File: src/rtl/instruction_fetch_pkg.sv
// Shared constants for the uDLX fetch stage: FSM encodings and default bubble/increment values.
package instruction_fetch_pkg;

    typedef logic fetch_state_t;

    localparam fetch_state_t FETCH_ST   = 1'b0;
    localparam fetch_state_t DISCARD_ST = 1'b1;

    localparam logic [31:0] DEFAULT_NOP_INSTRUCTION = 32'h0000_0000;
    localparam int unsigned DEFAULT_PC_INCREMENT    = 4;

endpackage

File: src/rtl/instruction_fetch_if_id_register.sv
// IF/ID pipeline register: flush beats load, otherwise contents hold.
module if_id_register
    import instruction_fetch_pkg::*;
#(
    parameter int unsigned                  PC_WIDTH          = 32,
    parameter int unsigned                  INSTRUCTION_WIDTH = 32,
    parameter logic [INSTRUCTION_WIDTH-1:0] NOP_INSTRUCTION   = DEFAULT_NOP_INSTRUCTION
) (
    input  logic                         clk,
    input  logic                         rst_n,
    input  logic                         i_flush,
    input  logic                         i_load,
    input  logic [INSTRUCTION_WIDTH-1:0] i_instr,
    input  logic [PC_WIDTH-1:0]          i_pc4,
    output logic [INSTRUCTION_WIDTH-1:0] o_instr,
    output logic [PC_WIDTH-1:0]          o_pc4,
    output logic                         o_valid
);

    logic [INSTRUCTION_WIDTH-1:0] r_instr;
    logic [PC_WIDTH-1:0]          r_pc4;
    logic                         r_valid;

    // A flush keeps pc_plus4 so the decoder's PC view only moves on real loads.
    always_ff @(posedge clk or negedge rst_n) begin
        if (!rst_n) begin
            r_instr <= NOP_INSTRUCTION;
            r_pc4   <= '0;
            r_valid <= 1'b0;
        end else if (i_flush) begin
            r_instr <= NOP_INSTRUCTION;
            r_valid <= 1'b0;
        end else if (i_load) begin
            r_instr <= i_instr;
            r_pc4   <= i_pc4;
            r_valid <= 1'b1;
        end
    end

    assign o_instr = r_instr;
    assign o_pc4   = r_pc4;
    assign o_valid = r_valid;

endmodule

File: src/rtl/instruction_fetch.sv
// uDLX fetch stage: PC, imem req/ready handshake, one-entry skid buffer and branch DISCARD FSM.
module instruction_fetch
    import instruction_fetch_pkg::*;
#(
    parameter int unsigned                  PC_WIDTH          = 32,
    parameter int unsigned                  INSTRUCTION_WIDTH = 32,
    parameter int unsigned                  PC_INCREMENT      = DEFAULT_PC_INCREMENT,
    parameter logic [PC_WIDTH-1:0]          RESET_PC          = '0,
    parameter logic [INSTRUCTION_WIDTH-1:0] NOP_INSTRUCTION   = DEFAULT_NOP_INSTRUCTION
) (
    input  logic                         clk,
    input  logic                         rst_n,
    input  logic                         stall_in,
    input  logic                         branch_taken_in,
    input  logic [PC_WIDTH-1:0]          branch_target_in,
    output logic [PC_WIDTH-1:0]          imem_addr_out,
    output logic                         imem_req_out,
    input  logic [INSTRUCTION_WIDTH-1:0] imem_data_in,
    input  logic                         imem_ready_in,
    output logic [INSTRUCTION_WIDTH-1:0] instruction_out,
    output logic [PC_WIDTH-1:0]          pc_plus4_out,
    output logic                         valid_out
);

    logic [PC_WIDTH-1:0]          r_pc;
    fetch_state_t                 r_state;
    logic                         r_req;
    logic [PC_WIDTH-1:0]          r_target;
    logic                         r_skid_valid;
    logic [INSTRUCTION_WIDTH-1:0] r_skid_instr;
    logic [PC_WIDTH-1:0]          r_skid_pc4;

    logic [PC_WIDTH-1:0]          w_pc_d;
    fetch_state_t                 w_state_d;
    logic [PC_WIDTH-1:0]          w_target_d;
    logic                         w_skid_valid_d;
    logic [INSTRUCTION_WIDTH-1:0] w_skid_instr_d;
    logic [PC_WIDTH-1:0]          w_skid_pc4_d;
    logic                         w_xfer;
    logic [PC_WIDTH-1:0]          w_pc_inc;
    logic                         w_ifid_load;
    logic                         w_ifid_flush;
    logic [INSTRUCTION_WIDTH-1:0] w_ifid_instr;
    logic [PC_WIDTH-1:0]          w_ifid_pc4;

    assign w_xfer   = r_req & imem_ready_in;
    assign w_pc_inc = r_pc + PC_WIDTH'(PC_INCREMENT);

    always_comb begin
        w_pc_d         = r_pc;
        w_state_d      = r_state;
        w_target_d     = r_target;
        w_skid_valid_d = r_skid_valid;
        w_skid_instr_d = r_skid_instr;
        w_skid_pc4_d   = r_skid_pc4;
        w_ifid_load    = 1'b0;
        w_ifid_flush   = 1'b0;
        w_ifid_instr   = imem_data_in;
        w_ifid_pc4     = w_pc_inc;

        if (branch_taken_in) begin
            w_ifid_flush   = 1'b1;
            w_skid_valid_d = 1'b0;
            // A pending access must finish at its held address before we may redirect.
            if (r_req && !imem_ready_in) begin
                w_state_d  = DISCARD_ST;
                w_target_d = branch_target_in;
            end else begin
                w_state_d = FETCH_ST;
                w_pc_d    = branch_target_in;
            end
        end else if (r_state == DISCARD_ST) begin
            if (w_xfer) begin
                w_state_d = FETCH_ST;
                w_pc_d    = r_target;
            end
            if (!stall_in) begin
                w_ifid_flush = 1'b1;
            end
        end else if (r_skid_valid) begin
            if (!stall_in) begin
                w_ifid_load    = 1'b1;
                w_ifid_instr   = r_skid_instr;
                w_ifid_pc4     = r_skid_pc4;
                w_skid_valid_d = 1'b0;
            end
        end else if (w_xfer) begin
            w_pc_d = w_pc_inc;
            if (stall_in) begin
                w_skid_valid_d = 1'b1;
                w_skid_instr_d = imem_data_in;
                w_skid_pc4_d   = w_pc_inc;
            end else begin
                w_ifid_load = 1'b1;
            end
        end else if (!stall_in) begin
            w_ifid_flush = 1'b1;
        end
    end

    // Request is withheld only while the skid buffer holds a word.
    always_ff @(posedge clk or negedge rst_n) begin
        if (!rst_n) begin
            r_pc         <= RESET_PC;
            r_state      <= FETCH_ST;
            r_req        <= 1'b0;
            r_target     <= '0;
            r_skid_valid <= 1'b0;
            r_skid_instr <= NOP_INSTRUCTION;
            r_skid_pc4   <= '0;
        end else begin
            r_pc         <= w_pc_d;
            r_state      <= w_state_d;
            r_req        <= !w_skid_valid_d;
            r_target     <= w_target_d;
            r_skid_valid <= w_skid_valid_d;
            r_skid_instr <= w_skid_instr_d;
            r_skid_pc4   <= w_skid_pc4_d;
        end
    end

    assign imem_addr_out = r_pc;
    assign imem_req_out  = r_req;

    if_id_register #(
        .PC_WIDTH          (PC_WIDTH),
        .INSTRUCTION_WIDTH (INSTRUCTION_WIDTH),
        .NOP_INSTRUCTION   (NOP_INSTRUCTION)
    ) u_if_id_register (
        .clk     (clk),
        .rst_n   (rst_n),
        .i_flush (w_ifid_flush),
        .i_load  (w_ifid_load),
        .i_instr (w_ifid_instr),
        .i_pc4   (w_ifid_pc4),
        .o_instr (instruction_out),
        .o_pc4   (pc_plus4_out),
        .o_valid (valid_out)
    );

endmodule

File: config.mk
export PLATFORM = sky130hd
export DESIGN_NAME = instruction_fetch
export DESIGN_NICKNAME = d
export VERILOG_FILES = /design/src/rtl/instruction_fetch_pkg.sv /design/src/rtl/instruction_fetch_if_id_register.sv /design/src/rtl/instruction_fetch.sv
export SDC_FILE = /design/constraint.sdc
export NUM_CORES = 1
export LEC_CHECK = 0
export CORE_MARGIN = 2
export CORE_UTILIZATION = 40
export CTS_CLUSTER_DIAMETER = 30
export CTS_CLUSTER_SIZE = 20
export DETAILED_ROUTE_END_ITERATION = 8
export HOLD_SLACK_MARGIN = 0.03
export SLEW_MARGIN = 20
export SYNTH_ARGS = -nofsm -noshare
export SYNTH_HDL_FRONTEND = slang
export SYNTH_SLANG_ARGS = --single-unit
File: constraint.sdc
create_clock -name clk -period 2.8 [get_ports clk]
set_input_delay 0.56 -clock clk [delete_from_list [all_inputs] [get_ports clk]]
set_output_delay 0.56 -clock clk [all_outputs]
set_load 0.02 [all_outputs]
# == Word-level counts from Yosys, hierarchy flattened ==
# Index checks and enable logic that the tools add are counted.
# totals
regBits,196
in_bits,69
output_inout_bits,98
wordCells,63
# op_classes
add_sub_neg,1
n_eq_ne,2
n_mux,36
bitwise_logic,5
n_reduce_logical,9
# op_table
cell,n
two-way mux 32 bit,16
"adder 32 x 3 -> 32 bit, second input constant",1
two-way mux 1 bit,20
inverter 1 bit,4
AND reduction 2 bit,2
AND reduction 4 bit,1
nonzero test 2 bit,2
"!= test 3 bit, second input constant",1
AND reduction 3 bit,1
zero test 1 bit,2
"!= test 2 bit, second input constant",1
AND 1 bit,1
logical AND 1 bit,1

# == Longest topological paths before layout ==
# Gate-level depths: netlist of the first run.
# logic_depth
word_depth,7
ltp_mapped,9
depth_no_buf,6

# == Cells and area by module ==
# Synthesis of the first run repeated with hierarchy kept, for this count alone.
# hier_totals
hier_cells,845
area_unflattened_um2,9582.9
# modules_own_cells
module,instances,cells_each,area_each_um2,seq_area_each_um2
instruction_fetch,1,669,6934.2,3278.1
if_id_register,1,176,2648.8,1626.6

# == Worst setup path before layout of the first run ==
# Ideal clock, no wire load.
# synth_path
path_type,input-to-reg
from,in branch_taken_in
to,reg r_skid_instr[10]
setup_ps,125
arrival_time_ps,2155
required_time_ps,2675
slack_ps,521
path_stages,6
path_buffers,3
cell_sequence,clkbuf_1 or2_1 buf_2 nor4b_2 buf_2 mux2_2
# synth_between
elab_chain_cells,2
# synth_lines
element,line_no,rtl
from (decl),instruction_fetch.sv:14,"input logic branch_taken_in,"
inverter 1 bit (no line),-,
AND reduction 4 bit (no line),-,
to (signal assigned),instruction_fetch.sv:117,r_skid_instr <= w_skid_instr_d;
to (decl),instruction_fetch.sv:30,logic [INSTRUCTION_WIDTH-1:0] r_skid_instr;
# No other way between the ends.
# A chain may end at the register's enable or synchronous reset.

# == Worst setup path in the final report of the first run ==
# layout_path
from,"reg r_pc[12], in the netlist imem_addr_out[12]"
to,"reg r_pc[19], in the netlist imem_addr_out[19]"
# layout_between
elab_chain_cells,5
# layout_lines
element,line_no,rtl
from (decl),instruction_fetch.sv:25,logic [PC_WIDTH-1:0] r_pc;
from (signal assigned),instruction_fetch.sv:112,r_pc <= w_pc_d;
adder 32 x 3 -> 32 bit,instruction_fetch.sv:47,assign w_pc_inc = r_pc + PC_WIDTH'(PC_INCREMENT);
two-way mux 32 bit,instruction_fetch.sv:87,end else if (w_xfer) begin
two-way mux 32 bit,instruction_fetch.sv:80,end else if (r_skid_valid) begin
two-way mux 32 bit,instruction_fetch.sv:72,end else if (r_state == DISCARD_ST) begin
two-way mux 32 bit,instruction_fetch.sv:61,if (branch_taken_in) begin
# No other way between the ends. The select of a mux whose other input is x is not followed.

==> impl_table.tex, run 1 <==
\begin{tabular}{lr}
\hline
Metric & Value \\
\hline
\multicolumn{2}{l}{\textbf{GRT}} \\
Aggregate global-route resource usage & 20.7\% \\
Sum of overflow across all layers after global routing & 0 \\
Global-route wire length before repair & 39,000 µm \\
Vias in the first global route & 6,993 \\
Pin count of the biggest net entering global routing & 70 \\
Initial antenna violation count & 0 \\
\multicolumn{2}{l}{\textbf{STA}} \\
Setup skew after layout & 7.74 ps \\
Worst Tran Pin Value & 1100 ps \\
Setup TNS & 0 ps \\
Unrepaired setup endpoints after global routing & no \\
Final hold vios & 0 \\
Slew margin rel. & 26.6\% \\
Pins over their slew limit & 0 \\
Setup violations, final & 0 \\
Achievable frequency & 422 MHz \\
Minimum period implied by the final worst setup slack & 2370 ps \\
Share of the clock period used by the worst path after layout & 84.6\% \\
\multicolumn{2}{l}{\textbf{Clock tree}} \\
Clock latency on the worst-skew pair & 440 ps \\
Number of gates resized after cts & 0 \\
Clock buffer count from CTS & 17 \\
Maximum level of the CTS H-tree & 4 \\
Total clock sinks & 196 \\
Cell at the root of the clock tree & clkbuf\_16 \\
Hold-fix buffers, CTS & 0 \\
Setup repair bufs after CTS & 0 \\
Clock transition at the registers of the reported paths & 70 ps \\
TritonCTS clock tree & done \\
Maximum buffer depth of the clock tree & 2 \\
\multicolumn{2}{l}{\textbf{Logic synthesis}} \\
Synthesized net count & 942 \\
Synthesized area per cell & 10.5 µm² \\
Flop and latch count out of synthesis & 196 \\
Flip-flop cell with the highest count after synthesis & dfrtp\_1 \\
Sequential element share of the synthesized area & 53.7\% \\
Synthesized instance count & 872 \\
Synth unique cells & 57 \\
Ys async rst share & 100\% \\
Post-synth EDFFs & 0 \\
Synthesis warning total & 0 \\
Cell area after synthesis & 9140 µm² \\
\multicolumn{2}{l}{\textbf{Drt}} \\
Antenna Violating Nets Remaining & 0 \\
First-pass detailed-route iteration total & 5 \\
Number of vias per cell after detailed routing & 5.50 \\
Wire per inst & 18.1 µm \\
Wire length reported by the detailed router & 24,200 µm \\
Iter 0 DRT Violations & 532 \\
Via count & 7,356 \\
DRC Markers & 0 \\
\multicolumn{2}{l}{\textbf{Power}} \\
Clock power frac & 26.1\% \\
Standby leakage power & 5.16 nW \\
Sequential Power Share & 45.1\% \\
Pwr dens & 764 nW/µm² \\
Peak VDD IR & 436 µV \\
Switching component of the power & 0.00306 W \\
Comb pwr share & 28.8\% \\
Internal Dissipation & 0.00604 W \\
Switching share of power & 33.6\% \\
\multicolumn{2}{l}{\textbf{Setup path}} \\
Required time of the critical path & 3120 ps \\
Critical path endpoint category & flip-flop \\
Maximum fanout encountered on the critical timing path & 6 \\
Crit path DAT & 2690 ps \\
Type of element launching the critical path & flip-flop \\
Worst setup path category & reg -> reg \\
\multicolumn{2}{l}{\textbf{Placed design}} \\
Total half-perimeter wirelength after legalization and detailed placement & 17,200 µm \\
Final GP Congestion & 0.906 \\
Total of buffers placed on input and output ports & 166 \\
\multicolumn{2}{l}{\textbf{Finish}} \\
Layout area overhead & 30.4\% \\
Most frequent cells in the layout & 196 x dfrtp\_1, 165 x clkdlybuf4s50\_1, 86 x nand2\_1, 86 x o21ai\_0, 66 x mux2\_2 \\
Diode insertion count for antenna repair & 0 \\
Most common cell after layout, fill and taps aside & dfrtp\_1 \\
Number of inserted filler cells in the final layout & 2,014 \\
Number of nets in the finished design & 1,110 \\
Proportion of layout cells with a drive suffix above 1 & 14.5\% \\
Finished Core Util & 53.0\% \\
\multicolumn{2}{l}{\textbf{Floorplan}} \\
Die Area & 24,100 µm² \\
Row cnt & 55 \\
IO Pins & 167 \\
Area of the core & 22,500 µm² \\
Vertical die dimension & 155 µm \\
Die span in x & 155 µm \\
Starting density of the core & 40.6\% \\
\multicolumn{2}{l}{\textbf{Status}} \\
Outcome & complete, no violations \\
\multicolumn{2}{l}{\textbf{Min path}} \\
Hold Crit Class & in -> async \\
\multicolumn{2}{l}{\textbf{Run}} \\
Max-Cap Viols & 0 \\
\hline
\end{tabular}
-- registers in the layout, indices dropped and copies added, names as in the netlist --
name                      cells
imem_addr_out                32
imem_req_out                  1
r_skid_instr                 32
r_skid_pc4                   32
r_skid_valid                  1
r_state                       1
r_target                     32
u_if_id_register.o_instr     32
u_if_id_register.o_pc4       32
u_if_id_register.o_valid      1
-- cells by family after synthesis --
family / Yosys count / synth area share (%)
muxes: 110 / 13.1
and+or+nand+nor: 235 / 12.5
DFF: 196 / 53.7
AOI/OAI and AO/OA: 231 / 15.2
xor gates and xnor gates: 21 / 2.01
buffers and inverters: 78 / 3.41
adders and majority gates: 1 / 0.137
-- path summary, 6_finish.rpt --
kind | startpoint | to | slack [ps] | cells past startpoint
max in group asynchronous | rst_n | u_if_id_register.o_pc4[23]$_DFFE_PN0P_ | 1940 | 2
setup / recovery | imem_addr_out[12]$_DFFE_PN0P_ | imem_addr_out[19]$_DFFE_PN0P_ | 430 | 5
hold / removal | rst_n | r_skid_instr[5]$_DFFE_PN0P_ | 100 | 1
hold reg to reg | u_if_id_register.o_instr[5]$_DFFE_PN0P_ | u_if_id_register.o_instr[5]$_DFFE_PN0P_ | 480 | 2
setup reg to reg | imem_addr_out[12]$_DFFE_PN0P_ | imem_addr_out[19]$_DFFE_PN0P_ | 430 | 5
min in group clk | u_if_id_register.o_instr[5]$_DFFE_PN0P_ | u_if_id_register.o_instr[5]$_DFFE_PN0P_ | 480 | 2
-- final cells by class --
type / count / area, µm² / area share [%]
Inverter: 18 / 67.6 / 0.567
Clock buffer: 17 / 425 / 3.57
Clock inverter: 15 / 148 / 1.24
Sequential cell: 196 / 4900 / 41.2
Multi-Input combinational cell: 598 / 3940 / 33.1
Timing Repair Buffer: 209 / 2080 / 17.4
Tap cell: 285 / 357 / 2.99
-- through the flow --
stage	instances	area (µm²)	hold WS, ps	worst slack, ps	total power [W]
floorplan	872	9140	264	521	0.00549
global placement	1306	11300	460	154	0.00673
detailed placement	1306	11300	470	125	0.00679
CTS	1338	11900	120	435	0.00919
global route	1338	11900	128	309	0.00963
finish	1338	11900	103	431	0.00910
-- synth_stat cells (4+ instances only) --
cell type / instances / area share (%)
dfrtp_1: 196 / 54
nand2_1: 86 / 3.5
o21ai_0: 86 / 4.7
mux2_2: 66 / 8.1
a21oi_1: 56 / 3.1
nor2_1: 52 / 2.1
clkbuf_1: 43 / 1.8
mux2i_1: 39 / 4.3
a22oi_1: 19 / 1.6
inv_1: 18 / 0.74
and3_1: 16 / 1.1
nand3_1: 15 / 0.82
nor3_1: 14 / 0.77
buf_2: 12 / 0.66
a31oi_1: 11 / 0.75
nand4_1: 11 / 0.75
o31a_1: 11 / 1.1
xnor2_1: 11 / 1.1
o22ai_1: 10 / 0.68
xor2_1: 10 / 0.96
nor4_1: 8 / 0.55
or3_1: 6 / 0.41
a211oi_1: 5 / 0.41
a21o_1: 5 / 0.41
a22o_1: 5 / 0.48
o211ai_1: 5 / 0.41
o221ai_1: 5 / 0.48
buf_1: 4 / 0.16
mux2_1: 4 / 0.49
nor3b_1: 4 / 0.33
-- worst max-delay path, cell delays in order, from the launching register on --
cell     delay, ps
dfrtp_1        510
nand3_1        200
or3b_1         520
or3_4          430
mux2_4         320
a221o_1        290
-- power by group through the flow --
stage	Sequential (W)	Combinational [W]	Clock, W
floorplan	0.00439	0.00110	0
global placement	0.00414	0.00259	0
detailed placement	0.00417	0.00263	0
CTS	0.00411	0.00264	0.00244
global route	0.00421	0.00285	0.00257
finish	0.00411	0.00262	0.00238
-- per-layer routing --
| layer | track usage, % | share of wire, % | vias to the layer above |
|---|---|---|---|
| met2 | 31.0 | 44 | 228 |
| met4 | 5.51 | 1.2 | 0 |
| met1 | 31.4 | 49 | 3608 |
| met3 | 3.29 | 5.1 | 24 |
| met5 | 0 | 0 | - |
| li1 | - | - | 3496 |
No activity file was read; power rests on OpenSTA's default activity.
==> run 2, diff against run 1 <==
clock period = 2.28 ns   (was 2.8 ns; I/O delays follow)
==> impl_table.tex, run 2 (same netlist as run 1, synthesis figures left out) <==
\begin{tabular}{lr}
\hline
Metric & Value \\
\hline
\multicolumn{2}{l}{\textbf{STA}} \\
Unrepaired setup endpoints after global routing & no (unchanged) \\
Share of the clock period used by the worst path after layout & 94.8\% (was 84.6\%) \\
Setup skew after layout & 13.2 ps (was 7.74 ps) \\
Final hold vios & 0 (unchanged) \\
Achievable frequency & 463 MHz (was 422 MHz) \\
Setup slack of the critical path after layout & 118 ps (was 431 ps) \\
Minimum period implied by the final worst setup slack & 2160 ps (was 2370 ps) \\
Slew margin rel. & 47.2\% (was 26.6\%) \\
Pins over their slew limit & 0 (unchanged) \\
Setup violations, final & 0 (unchanged) \\
Worst Tran Pin Value & 790 ps (was 1100 ps) \\
Setup TNS & 0 ps (unchanged) \\
\multicolumn{2}{l}{\textbf{Finish}} \\
Number of inserted filler cells in the final layout & 2,003 (was 2,014) \\
Number of nets in the finished design & 1,151 (was 1,110) \\
Layout area overhead & 34.5\% (was 30.4\%) \\
Most frequent cells in the layout & 196 x dfrtp\_1, 165 x clkdlybuf4s50\_1, 86 x nand2\_1, 86 x o21ai\_0, 74 x buf\_4 (was 196 x dfrtp\_1, 165 x clkdlybuf4s50\_1, 86 x nand2\_1, 86 x o21ai\_0, 66 x mux2\_2) \\
Most common cell after layout, fill and taps aside & dfrtp\_1 (unchanged) \\
Non-filler cells, final & 1,379 (was 1,338) \\
Proportion of layout cells with a drive suffix above 1 & 17.7\% (was 14.5\%) \\
Diode insertion count for antenna repair & 0 (unchanged) \\
Finished Core Util & 54.6\% (was 53.0\%) \\
\multicolumn{2}{l}{\textbf{Power}} \\
Overall power consumption & 0.0115 W (was 0.00910 W) \\
Peak VDD IR & 511 µV (was 436 µV) \\
Pwr dens & 934 nW/µm² (was 764 nW/µm²) \\
Standby leakage power & 5.38 nW (was 5.16 nW) \\
\multicolumn{2}{l}{\textbf{Drt}} \\
Via count & 7,375 (was 7,356) \\
Iter 0 DRT Violations & 500 (was 532) \\
Number of vias per cell after detailed routing & 5.35 (was 5.50) \\
Antenna Violating Nets Remaining & 0 (unchanged) \\
Wire length reported by the detailed router & 24,700 µm (was 24,200 µm) \\
Wire per inst & 17.9 µm (was 18.1 µm) \\
DRC Markers & 0 (unchanged) \\
First-pass detailed-route iteration total & 5 (unchanged) \\
\multicolumn{2}{l}{\textbf{GRT}} \\
Vias in the first global route & 7,259 (was 6,993) \\
Global-route wire length before repair & 40,000 µm (was 39,000 µm) \\
Pin count of the biggest net entering global routing & 56 (was 70) \\
Sum of overflow across all layers after global routing & 0 (unchanged) \\
Initial antenna violation count & 0 (unchanged) \\
Aggregate global-route resource usage & 21.1\% (was 20.7\%) \\
\multicolumn{2}{l}{\textbf{Clock tree}} \\
TritonCTS clock tree & done (unchanged) \\
Clock buffer count from CTS & 17 (unchanged) \\
Maximum buffer depth of the clock tree & 2 (unchanged) \\
Total clock sinks & 196 (unchanged) \\
Cell at the root of the clock tree & clkbuf\_16 (unchanged) \\
Clock transition at the registers of the reported paths & 80 ps (was 70 ps) \\
Maximum level of the CTS H-tree & 4 (unchanged) \\
Clock latency on the worst-skew pair & 430 ps (was 440 ps) \\
\multicolumn{2}{l}{\textbf{Setup path}} \\
Required time of the critical path & 2590 ps (was 3120 ps) \\
Type of element launching the critical path & flip-flop (unchanged) \\
Worst setup path category & reg -> reg (unchanged) \\
Crit path DAT & 2470 ps (was 2690 ps) \\
Critical path endpoint category & flip-flop (unchanged) \\
Maximum fanout encountered on the critical timing path & 7 (was 6) \\
\multicolumn{2}{l}{\textbf{Floorplan}} \\
IO Pins & 167 (unchanged) \\
Die Area & 24,100 µm² (unchanged) \\
Row cnt & 55 (unchanged) \\
Starting density of the core & 40.6\% (unchanged) \\
Die span in x & 155 µm (unchanged) \\
Area of the core & 22,500 µm² (unchanged) \\
Vertical die dimension & 155 µm (unchanged) \\
\multicolumn{2}{l}{\textbf{Placed design}} \\
Worst-case setup slack after placement & -235 ps (was 125 ps) \\
Total of buffers placed on input and output ports & 166 (unchanged) \\
Total half-perimeter wirelength after legalization and detailed placement & 17,900 µm (was 17,200 µm) \\
Final GP Congestion & 0.878 (was 0.906) \\
Count of placed standard cells including taps & 1,346 (was 1,306) \\
\multicolumn{2}{l}{\textbf{Min path}} \\
Hold Crit Class & reg -> reg (was in -> async) \\
\multicolumn{2}{l}{\textbf{Run}} \\
Max-Cap Viols & 0 (unchanged) \\
\multicolumn{2}{l}{\textbf{Status}} \\
Outcome & complete, no violations (unchanged) \\
\hline
\end{tabular}
## run 2: area by class of cell
cell class                 count  area, µm²  share of cell area, %
tap                          285        357                   2.90
inverter                      18       67.6                  0.550
multi-input combinational    598       3950                   32.1
sequential                   196       4900                   39.9
clock inverter                15        175                   1.43
timing repair buffer         250       2410                   19.6
clock buffer                  17        425                   3.46
## run 2: worst max-delay path: stages (launching register included)
cell	delay, ps
dfrtp_1	480
nand3_1	200
or4_4	560
or3_1	390
xnor2_1	280
o21ai_0	130
## run 2: power breakdown
part | switching [W] | internal [W] | leakage [nW]
Combinational | 0.00180 | 0.00173 | 2.68
Clock | 0.00154 | 0.00149 | 0.289
Sequential | 0.000536 | 0.00438 | 2.41
Total | 0.00387 | 0.00760 | 5.38
## run 2: layer usage
layer / GRT usage (%) / wire length, µm
met3: 3.76 / 1100
met1: 31.6 / 12200
met5: 0 / 0
met2: 31.9 / 11200
met4: 4.63 / 240
## run 2: what timing repair did
item,4_1_cts,5_1_grt
endpoints found under the hold margin,51,0
resized for setup,0,1
hold buffers,1,0
setup endpoints to repair,0,1
setup buffers,0,0
## run 2: path summary, 6_finish.rpt
path | startpoint | end | slack [ps] | depth (start not counted)
worst max register to register | imem_addr_out[2]$_DFFE_PN0P_ | u_if_id_register.o_pc4[25]$_DFFE_PN0P_ | 120 | 5
worst min register to register | u_if_id_register.o_pc4[9]$_DFFE_PN0P_ | u_if_id_register.o_pc4[9]$_DFFE_PN0P_ | 480 | 1
worst max-delay path | imem_addr_out[2]$_DFFE_PN0P_ | u_if_id_register.o_pc4[25]$_DFFE_PN0P_ | 120 | 5
worst min-delay path | u_if_id_register.o_pc4[9]$_DFFE_PN0P_ | u_if_id_register.o_pc4[9]$_DFFE_PN0P_ | 480 | 1
max in group asynchronous | rst_n | u_if_id_register.o_instr[9]$_DFFE_PN0P_ | 960 | 3
min in group asynchronous | rst_n | u_if_id_register.o_instr[4]$_DFFE_PN0P_ | 570 | 2
## run 2: per-stage QoR
step                area (µm²)  hold slack [ps]
global placement         11700              456
detailed placement       11700              454
CTS                      12300              486
floorplan                 9140              160
global route             12300              497
finish                   12300              481
